==> src/rtl/layer2_operand_loader.sv <==
// -----------------------------------------------------------------------------
// layer2_operand_loader
//
// Producer-side sequencer for the layer-2 neuron datapath. It collects one
// image's serial 8-bit layer-1 activations and quantises each to a 4-bit
// feature. Then, for every output neuron in turn, it streams that neuron's
// weights from an external synchronous ROM. It presents the packed feature
// vector, the weight vector and the bias on a valid/ready handshake.
//
// Ports
//   clk3            sole clock, rising edge
//   reset1          synchronous active-high reset
//   start           begin a new image (honoured only while idle)
//   act_valid       activation beat valid
//   act_data        unsigned 8-bit activation, index 0 first
//   act_ready       high exactly while collecting activations
//   rom_en          weight ROM read enable
//   rom_addr        weight ROM address = neuron_idx*hidden_layer + j
//   rom_data        ROM read data, valid the cycle after rom_en
//   biases          static bias table, neuron n at [3n +: 3]
//   input_features  packed 4-bit features, slot k at [4k +: 4]
//   input_weights   packed signed weights, slot k at [4k +: 4]
//   bias            bias of the presented neuron (0 when not presenting)
//   neuron_idx      current output neuron
//   op_valid        operands valid
//   op_ready        consumer accepts operands
//   busy            high in every state except idle
//   done            one-cycle pulse after the last neuron's transfer
// -----------------------------------------------------------------------------
module layer2_operand_loader #(
   parameter int hidden_layer = 100,
   parameter int num_out      = 10,
   parameter int input_bit    = 4,
   parameter int weight_bit   = 4,
   parameter int feat_shift   = 3,
   parameter int addr_w       = 10
) (
   input  logic                               clk3,
   input  logic                               reset1,
   input  logic                               start,
   input  logic                               act_valid,
   input  logic [7:0]                         act_data,
   output logic                               act_ready,
   output logic                               rom_en,
   output logic [addr_w-1:0]                  rom_addr,
   input  logic [weight_bit-1:0]              rom_data,
   input  logic [3*num_out-1:0]               biases,
   output logic [input_bit*hidden_layer-1:0]  input_features,
   output logic [weight_bit*hidden_layer-1:0] input_weights,
   output logic [2:0]                         bias,
   output logic [3:0]                         neuron_idx,
   output logic                               op_valid,
   input  logic                               op_ready,
   output logic                               busy,
   output logic                               done
);

   localparam int CNT_W = $clog2(hidden_layer + 1);

   localparam logic [CNT_W-1:0] LAST_K = CNT_W'(hidden_layer - 1);
   localparam logic [CNT_W-1:0] LAST_J = CNT_W'(hidden_layer);
   localparam logic [3:0]       LAST_N = 4'(num_out - 1);
   localparam logic [7:0]       Q_MAX  = 8'((1 << input_bit) - 1);

   typedef enum logic [1:0] {
      S_IDLE,
      S_COLLECT,
      S_FETCH,
      S_PRESENT
   } state_t;

   state_t r_state;
   state_t w_next_state;

   logic [CNT_W-1:0]      r_k;              // activation slot being filled
   logic [CNT_W-1:0]      r_j;              // fetch cycle counter, 0..hidden_layer
   logic [3:0]            r_neuron_idx;
   logic                  r_done;
   logic [input_bit-1:0]  r_feat [hidden_layer];
   logic [weight_bit-1:0] r_wt   [hidden_layer];

   logic                  w_beat;
   logic                  w_last_beat;
   logic                  w_fetch_end;
   logic                  w_rom_fetch;
   logic                  w_xfer;
   logic                  w_last_neuron;
   logic [CNT_W-1:0]      w_wslot;
   logic [7:0]            w_shifted;
   logic [input_bit-1:0]  w_q;

   // -------------------------------------------------------------------------
   // Decode
   // -------------------------------------------------------------------------
   assign w_beat        = (r_state == S_COLLECT) && act_valid;
   assign w_last_beat   = w_beat && (r_k == LAST_K);
   assign w_fetch_end   = (r_state == S_FETCH) && (r_j == LAST_J);
   // The last fetch cycle only captures the final ROM word; no new read.
   assign w_rom_fetch   = (r_state == S_FETCH) && (r_j != LAST_J);
   assign w_xfer        = (r_state == S_PRESENT) && op_ready;
   assign w_last_neuron = (r_neuron_idx == LAST_N);
   // ROM data lags the address by one cycle, so fetch cycle j fills slot j-1.
   assign w_wslot       = r_j - 1'b1;

   // Quantise: shift, then saturate to the largest feature code.
   assign w_shifted = act_data >> feat_shift;
   assign w_q       = (w_shifted > Q_MAX) ? Q_MAX[input_bit-1:0]
                                          : w_shifted[input_bit-1:0];

   // -------------------------------------------------------------------------
   // FSM
   // -------------------------------------------------------------------------
   // NOTE: every clocked process uses non-blocking assignments so that all
   // registers update from the same pre-edge values, whatever the order of
   // the processes.
   always_ff @(posedge clk3) begin
      if (reset1) begin
         r_state <= S_IDLE;
      end else begin
         r_state <= w_next_state;
      end
   end

   // NOTE: the default is assigned first so that every path through the
   // case drives w_next_state and no latch is inferred.
   always_comb begin
      w_next_state = r_state;
      case (r_state)
         S_IDLE:    if (start)        w_next_state = S_COLLECT;
         S_COLLECT: if (w_last_beat)  w_next_state = S_FETCH;
         S_FETCH:   if (w_fetch_end)  w_next_state = S_PRESENT;
         S_PRESENT: if (w_xfer)       w_next_state = w_last_neuron ? S_IDLE : S_FETCH;
         default:                     w_next_state = S_IDLE;
      endcase
   end

   // -------------------------------------------------------------------------
   // Counters and done pulse
   // -------------------------------------------------------------------------
   always_ff @(posedge clk3) begin
      if (reset1) begin
         r_k          <= '0;
         r_j          <= '0;
         r_neuron_idx <= '0;
         r_done       <= 1'b0;
      end else begin
         r_done <= w_xfer && w_last_neuron;
         case (r_state)
            S_IDLE: begin
               if (start) begin
                  r_k          <= '0;
                  r_j          <= '0;
                  r_neuron_idx <= '0;
               end
            end
            S_COLLECT: begin
               if (w_beat) begin
                  r_k <= r_k + 1'b1;
               end
               if (w_last_beat) begin
                  r_j <= '0;
               end
            end
            S_FETCH: begin
               if (!w_fetch_end) begin
                  r_j <= r_j + 1'b1;
               end
            end
            S_PRESENT: begin
               if (w_xfer) begin
                  r_j <= '0;
                  if (!w_last_neuron) begin
                     r_neuron_idx <= r_neuron_idx + 1'b1;
                  end
               end
            end
            default: ;
         endcase
      end
   end

   // -------------------------------------------------------------------------
   // Feature and weight storage
   // -------------------------------------------------------------------------
   // NOTE: these arrays are cleared on reset on purpose. The packed vectors
   // are ports that must read zero after reset. A plain storage RAM would
   // normally be left unreset.
   always_ff @(posedge clk3) begin
      if (reset1) begin
         for (int i = 0; i < hidden_layer; i++) begin
            r_feat[i] <= '0;
            r_wt[i]   <= '0;
         end
      end else begin
         if (w_beat) begin
            r_feat[r_k] <= w_q;
         end
         // Gated by state, so a read issued just before reset never lands.
         if ((r_state == S_FETCH) && (r_j != '0)) begin
            r_wt[w_wslot] <= rom_data;
         end
      end
   end

   // -------------------------------------------------------------------------
   // Outputs
   // -------------------------------------------------------------------------
   always_comb begin
      input_features = '0;
      input_weights  = '0;
      for (int i = 0; i < hidden_layer; i++) begin
         input_features[i*input_bit +: input_bit]   = r_feat[i];
         input_weights[i*weight_bit +: weight_bit]  = r_wt[i];
      end
   end

   always_comb begin
      bias = '0;
      if (r_state == S_PRESENT) begin
         bias = biases[3*r_neuron_idx +: 3];
      end
   end

   assign rom_en     = w_rom_fetch;
   assign rom_addr   = w_rom_fetch ? (addr_w'(r_neuron_idx) * addr_w'(hidden_layer) + addr_w'(r_j))
                                   : '0;
   assign act_ready  = (r_state == S_COLLECT);
   assign op_valid   = (r_state == S_PRESENT);
   assign busy       = (r_state != S_IDLE);
   assign neuron_idx = r_neuron_idx;
   assign done       = r_done;

endmodule

==> config.mk <==
export PLATFORM = sky130hd
export DESIGN_NAME = layer2_operand_loader
export DESIGN_NICKNAME = d
export VERILOG_FILES = /design/src/rtl/layer2_operand_loader.sv
export SDC_FILE = /design/constraint.sdc
export NUM_CORES = 1
export LEC_CHECK = 0
export ABC_AREA = 1
export CAP_MARGIN = 15
export CORE_AREA = 4 4 335 337
export DETAILED_ROUTE_END_ITERATION = 10
export DIE_AREA = 0 0 339 341
export SYNTH_ARGS = -nofsm -noshare
export SYNTH_HDL_FRONTEND = slang
export SYNTH_SLANG_ARGS = --single-unit
==> constraint.sdc <==
create_clock -name clk3 -period 2.6 [get_ports clk3]
set_input_delay 0.39 -clock clk3 [delete_from_list [all_inputs] [get_ports clk3]]
set_output_delay 0.39 -clock clk3 [all_outputs]
set_load 0.02 [all_outputs]
# ---- Word level (Yosys, flattened, before mapping)
# Memory sizes are Yosys's and may differ from the RTL's.
# Cells that the tools add are included.
dict set report word_totals {
  out_inout_bits 822
  n_memories 2
  input_bits 47
  regBits 21
  ramBits 800
  wordCells 82
}
# name words word_bits rd rd_clocked_by_memory_dff write_ports line_no
set mem_list {}
lappend mem_list {r_feat 100 4 100 0 100 79} ;# logic [input_bit-1:0] r_feat [hidden_layer];
lappend mem_list {r_wt 100 4 100 0 100 80} ;# logic [weight_bit-1:0] r_wt [hidden_layer];
dict set report classes {
  reduce_logical 18
  n_mux 34
  eq_ne 14
  n_shift 1
  magnitude_cmp 1
  mul 2
  add_sub_neg 5
}
# operator n
set op_table {}
lappend op_table {{two-way mux 7 bit} 7}
lappend op_table {{indexed part select 30 x 7 -> 3 bit} 1}
lappend op_table {{one-hot mux 7 bit (4 select lines)} 1}
lappend op_table {{two-way mux 4 bit} 6}
lappend op_table {{adder 7 x 1 -> 7 bit, second input constant} 2}
lappend op_table {{equality test 7 bit, second input constant} 2}
lappend op_table {{one-hot mux 7 bit (2 select lines)} 1}
lappend op_table {{AND reduction 4 bit} 3}
lappend op_table {{adder 10 x 7 -> 10 bit} 1}
lappend op_table {{two-way mux 1 bit} 10}
lappend op_table {{two-way mux 10 bit} 1}
lappend op_table {{two-way mux 2 bit} 5}
lappend op_table {{multiplier 4 x 5 -> 8 bit, second input constant} 1}
lappend op_table {{inequality test 2 bit, second input constant} 4}
lappend op_table {{one-hot mux 2 bit (4 select lines)} 1}
lappend op_table {{one-hot mux 4 bit (2 select lines)} 1}
lappend op_table {{OR reduction 4 bit} 2}
lappend op_table {{logical AND 1 bit} 7}
lappend op_table {{inequality test 7 bit, second input constant} 1}
lappend op_table {{nonzero test 7 bit} 1}
lappend op_table {{subtractor 7 x 1 -> 7 bit, second input constant} 1}
lappend op_table {{multiplier 2 x 4 -> 6 bit, first input constant} 1}
lappend op_table {{inequality test 2 x 1 -> 1 bit, second input constant} 3}
lappend op_table {{nonzero test 2 bit} 3}
lappend op_table {{8 further kinds} 9}

# ---- Depth between registers and ports, before layout
dict set report logic_depth {
  ltp_word 7
  depth_mapped 12
  depth_no_buf 12
}

# ---- Worst setup path after synthesis
# Ideal clock, no wire load.
dict set report synth_path {
  kind {reg2out}
  start {register r_neuron_idx[1] (netlist: neuron_idx[1])}
  end {output port rom_addr[9]}
  n_path_buf 0
  stages_incl_launch_ff 13
  required_ns 2.210
  path_slack_ns -0.195
  arrival_ns 2.405
  cell_sequence {dfxtp_1 inv_1 ha_1 inv_1 ha_1 inv_1 fa_1 xor2_1 nor2_1 nand3_1 nand3_1 nand2_1 nor2_1}
}
dict set report synth_via {
  elab_chain_len 3
}
# element line_no
set synth_rtl {}
lappend synth_rtl {{from (decl)} 77} ;# logic [3:0] r_neuron_idx;
lappend synth_rtl {{from (signal assigned)} 173} ;# r_neuron_idx <= r_neuron_idx + 1'b1;
lappend synth_rtl {{multiplier 4 x 5 -> 8 bit} 225} ;# assign rom_addr = w_rom_fetch ? (addr_w'(r_neuron_idx) * addr_w'(hidden_layer) + addr_w'(r_j))
lappend synth_rtl {{adder 10 x 7 -> 10 bit} 225}
lappend synth_rtl {{two-way mux 10 bit} 225}
lappend synth_rtl {{to (decl)} 45} ;# output logic [addr_w-1:0] rom_addr,
# Every way passes these cells.

# ---- Worst setup path in the final report
# Same ends and word-level chain as after synthesis.

==> run metrics <==
final setup vio count 8; leakage 18.85 nW; first-pass GRT wire length 167.4 mm; max-cap viol count 0; Crit Path Category reg -> out; worst path arrival time 2600 ps; WL per Instance 23.35 µm; Tcrit/Tclk final 1.150; HPWL Detailed 87.30 mm; Num CTS Buffers 90; GRT overflow 0; Post-Place Worst Slack -378.3 ps; share of cells above drive strength 1 0.1459; Post-Synthesis Cells 2598; EDFF count, synth 800; Slew Viols, Final 0; final WL 119.2 mm; Final Total Pwr 32.66 mW; Slew headroom 0.4543; # port buffers 865; fin crit period 2989 ps; row count 121; Critical Path RT 2210 ps; initial drt markers 1984; antenna viol nets, final 0; Clock Path Buffers 3; syn nets 2663; RSZ-0062 raised after global routing yes; path depth of the worst reg2reg path 10; synthesized area 32410 µm²; clk slew on worst S/H paths 50 ps; Via density 4.698; residual DRC count 0; worst hold-check slack 364.7 ps; Die W 339 µm; Int Pwr 23.98 mW; power per cell area 685.8 nW/µm²; VDD IR max 0.5785 mV; Final Wtd Congestion 0.8586; die area 115600 µm²; # IOs 869; register bit total from synthesis 821; prevailing post-synth register cell edfxtp_1; Critical Path Start Type flop; vias in the first global route 23.05k; Worst Setup End Kind output pin; Chip Height 341 µm; Max FO, Critical Path 3; worst setup margin -388.9 ps; Hold Violations, Final 0; clk_skew 37.75 ps; initial antenna violation count 1; switch share 0.2657; Worst Tran Pin Value 818.5 ps; violated checks negative setup slack; number of hold buffers added after CTS 0; class of the worst hold path in -> reg; Area Growth Syn to Fin 46.96%; sw power 8.678 mW; synthesized area per cell 12.47 µm²; GRT Util Overall 0.1975; Nets 3678; final core utilization 0.4375; asr flop ratio synth 0; Hold Crit Depth 3; Clk Latency, worst-skew pair 670 ps; CTS tree yes; FF/Latch Area 24450 µm²; total core area 108900 µm²; Synth warnings 0; routed via count 23.97k; clock share of power 0.390; H-Tree Depth 3; largest net degree at the start of global routing 105; TritonRoute pass-1 iters 8; starting density of the core 0.2977; Multi-input gate area 7328 µm²; FILL cells 9874; Clk Tree Root Cell clkbuf_16; number of distinct library cells after synthesis 36; sequential share of power 0.466; FMAX 0.3346 GHz; combinational power share 0.144; CTS Sinks 821; run status complete, but fails checks; post-synthesis sequential area ratio 0.7543
worst max-delay path: stages (launching register included):
cell and delay [ps]:
dfxtp_2 340, inv_2 50, ha_4 260, inv_4 40
ha_4 150, inv_2 50, fa_2 460, nor2_4 140
nand2_1 110, a21oi_2 180, nor2_2 60, buf_6 130
registers in the layout (all words and copies together), names as in the netlist:
signal,cells
r_feat,400
r_wt,400
r_j,7
done,1
r_state,2
r_k,7
neuron_idx,4
cell families (layout without fill, tap and decap cells):
kind of cell,after synthesis,count (layout),synth area share
other,0,2,0
DFF,821,821,0.7543
adders and majority gates,18,18,0.007413
and+or+nand+nor,1440,1440,0.1950
buffers and inverters,237,1326,0.02961
xor gates and xnor gates,4,4,0.001081
AOI/OAI and AO/OA,78,78,0.01266
cells in the mapped netlist, types with 2 or more instances:
library cell / n / area, µm²
nor2_8: 6 / 120.1
buf_4: 4 / 30.03
nand3_1: 43 / 215.2
nor3_4: 2 / 32.53
o211ai_1: 6 / 45.04
nor2_1: 740 / 2778
inv_2: 14 / 52.55
ha_1: 16 / 200.2
a211oi_1: 2 / 15.01
fa_1: 2 / 40.04
dfxtp_1: 21 / 420.4
nand2_2: 16 / 100.1
nand3_2: 8 / 80.08
edfxtp_1: 800 / 24020
nand2_1: 413 / 1550
a21oi_1: 25 / 125.1
buf_1: 8 / 30.03
nand2_4: 43 / 484.2
clkinv_2: 4 / 20.02
nand4_1: 6 / 37.54
inv_1: 64 / 240.2
clkbuf_1: 130 / 488.0
buf_2: 7 / 35.03
nor3_1: 135 / 675.7
nor2_4: 13 / 146.4
nor2_2: 12 / 75.07
xor2_1: 3 / 26.28
buf_6: 3 / 33.78
o21ai_0: 45 / 225.2
metrics by stage:
step                cell area, µm²  instances  TNS (ps)
finish                       47620       5103     -1519
global route                 47620       5102     -2668
CTS                          47210       5082     -1703
detailed placement           44110       4912     -1288
global placement             44110       4912     -1411
floorplan                    32410       2598         0
power by group through the flow:
stage	clock, mW	sequential [mW]	combinational [mW]
final	12.7	15.2	4.69
after detailed placement	0	15.5	4.48
after CTS	13.0	15.2	4.58
after global placement	0	15.5	4.46
after global routing	13.6	15.3	4.99
after floorplan	0	16.1	1.59
path summary, 6_finish.rpt:
path	startpoint	slack [ps]	to
setup / recovery	neuron_idx[1]$_SDFFE_PP0P_	-390	rom_addr[9]
setup reg to reg	r_j[3]$_SDFFE_PP0P_	180	r_wt[25][1]$_SDFFCE_PN0P_
hold / removal	op_ready	360	done$_SDFF_PP0_
hold reg to reg	r_j[3]$_SDFFE_PP0P_	520	r_j[3]$_SDFFE_PP0P_
layer usage:
| metal | routed length [µm] | track usage | vias up |
|---|---|---|---|
| met4 | 3774 | 0.06320 | 0 |
| met2 | 61350 | 0.3514 | 1092 |
| li1 | - | - | 10900 |
| met5 | 0 | 0 | - |
| met1 | 43490 | 0.2292 | 11810 |
| met3 | 10570 | 0.05711 | 170 |
placed cells by master (no fill, tap or decap), drive strengths merged, types with 3 or more instances in the layout:
master,instances
inv,80
xor2,3
clkbuf,107
a21oi,25
dfxtp,21
bufinv,9
o21ai,45
buf,221
clkinvlp,5
nand3,51
nand4,6
nor3,138
dlygate4sd2,3
clkinv,52
clkdlybuf4s50,849
nand2,472
nor2,771
o211ai,6
edfxtp,800
ha,16
final cells by class:
class | instances | share of cell area
Timing Repair Buffer | 1076 | 0.2268
Sequential cell | 821 | 0.5135
Antenna cell | 2 | 0.0001051
Tap cell | 1414 | 0.03715
Inverter | 84 | 0.007094
Multi-Input combinational cell | 1540 | 0.1539
Clock buffer | 104 | 0.04860
Clock inverter | 62 | 0.01287
timing repair:
action / in CTS / in global routing
pin swaps: 13 / 23
gates cloned: 0 / 1
setup buffers: 4 / 18
gates resized for setup: 108 / 66
setup endpoints to repair: 16 / 21
(Power assumes the default switching activity.)
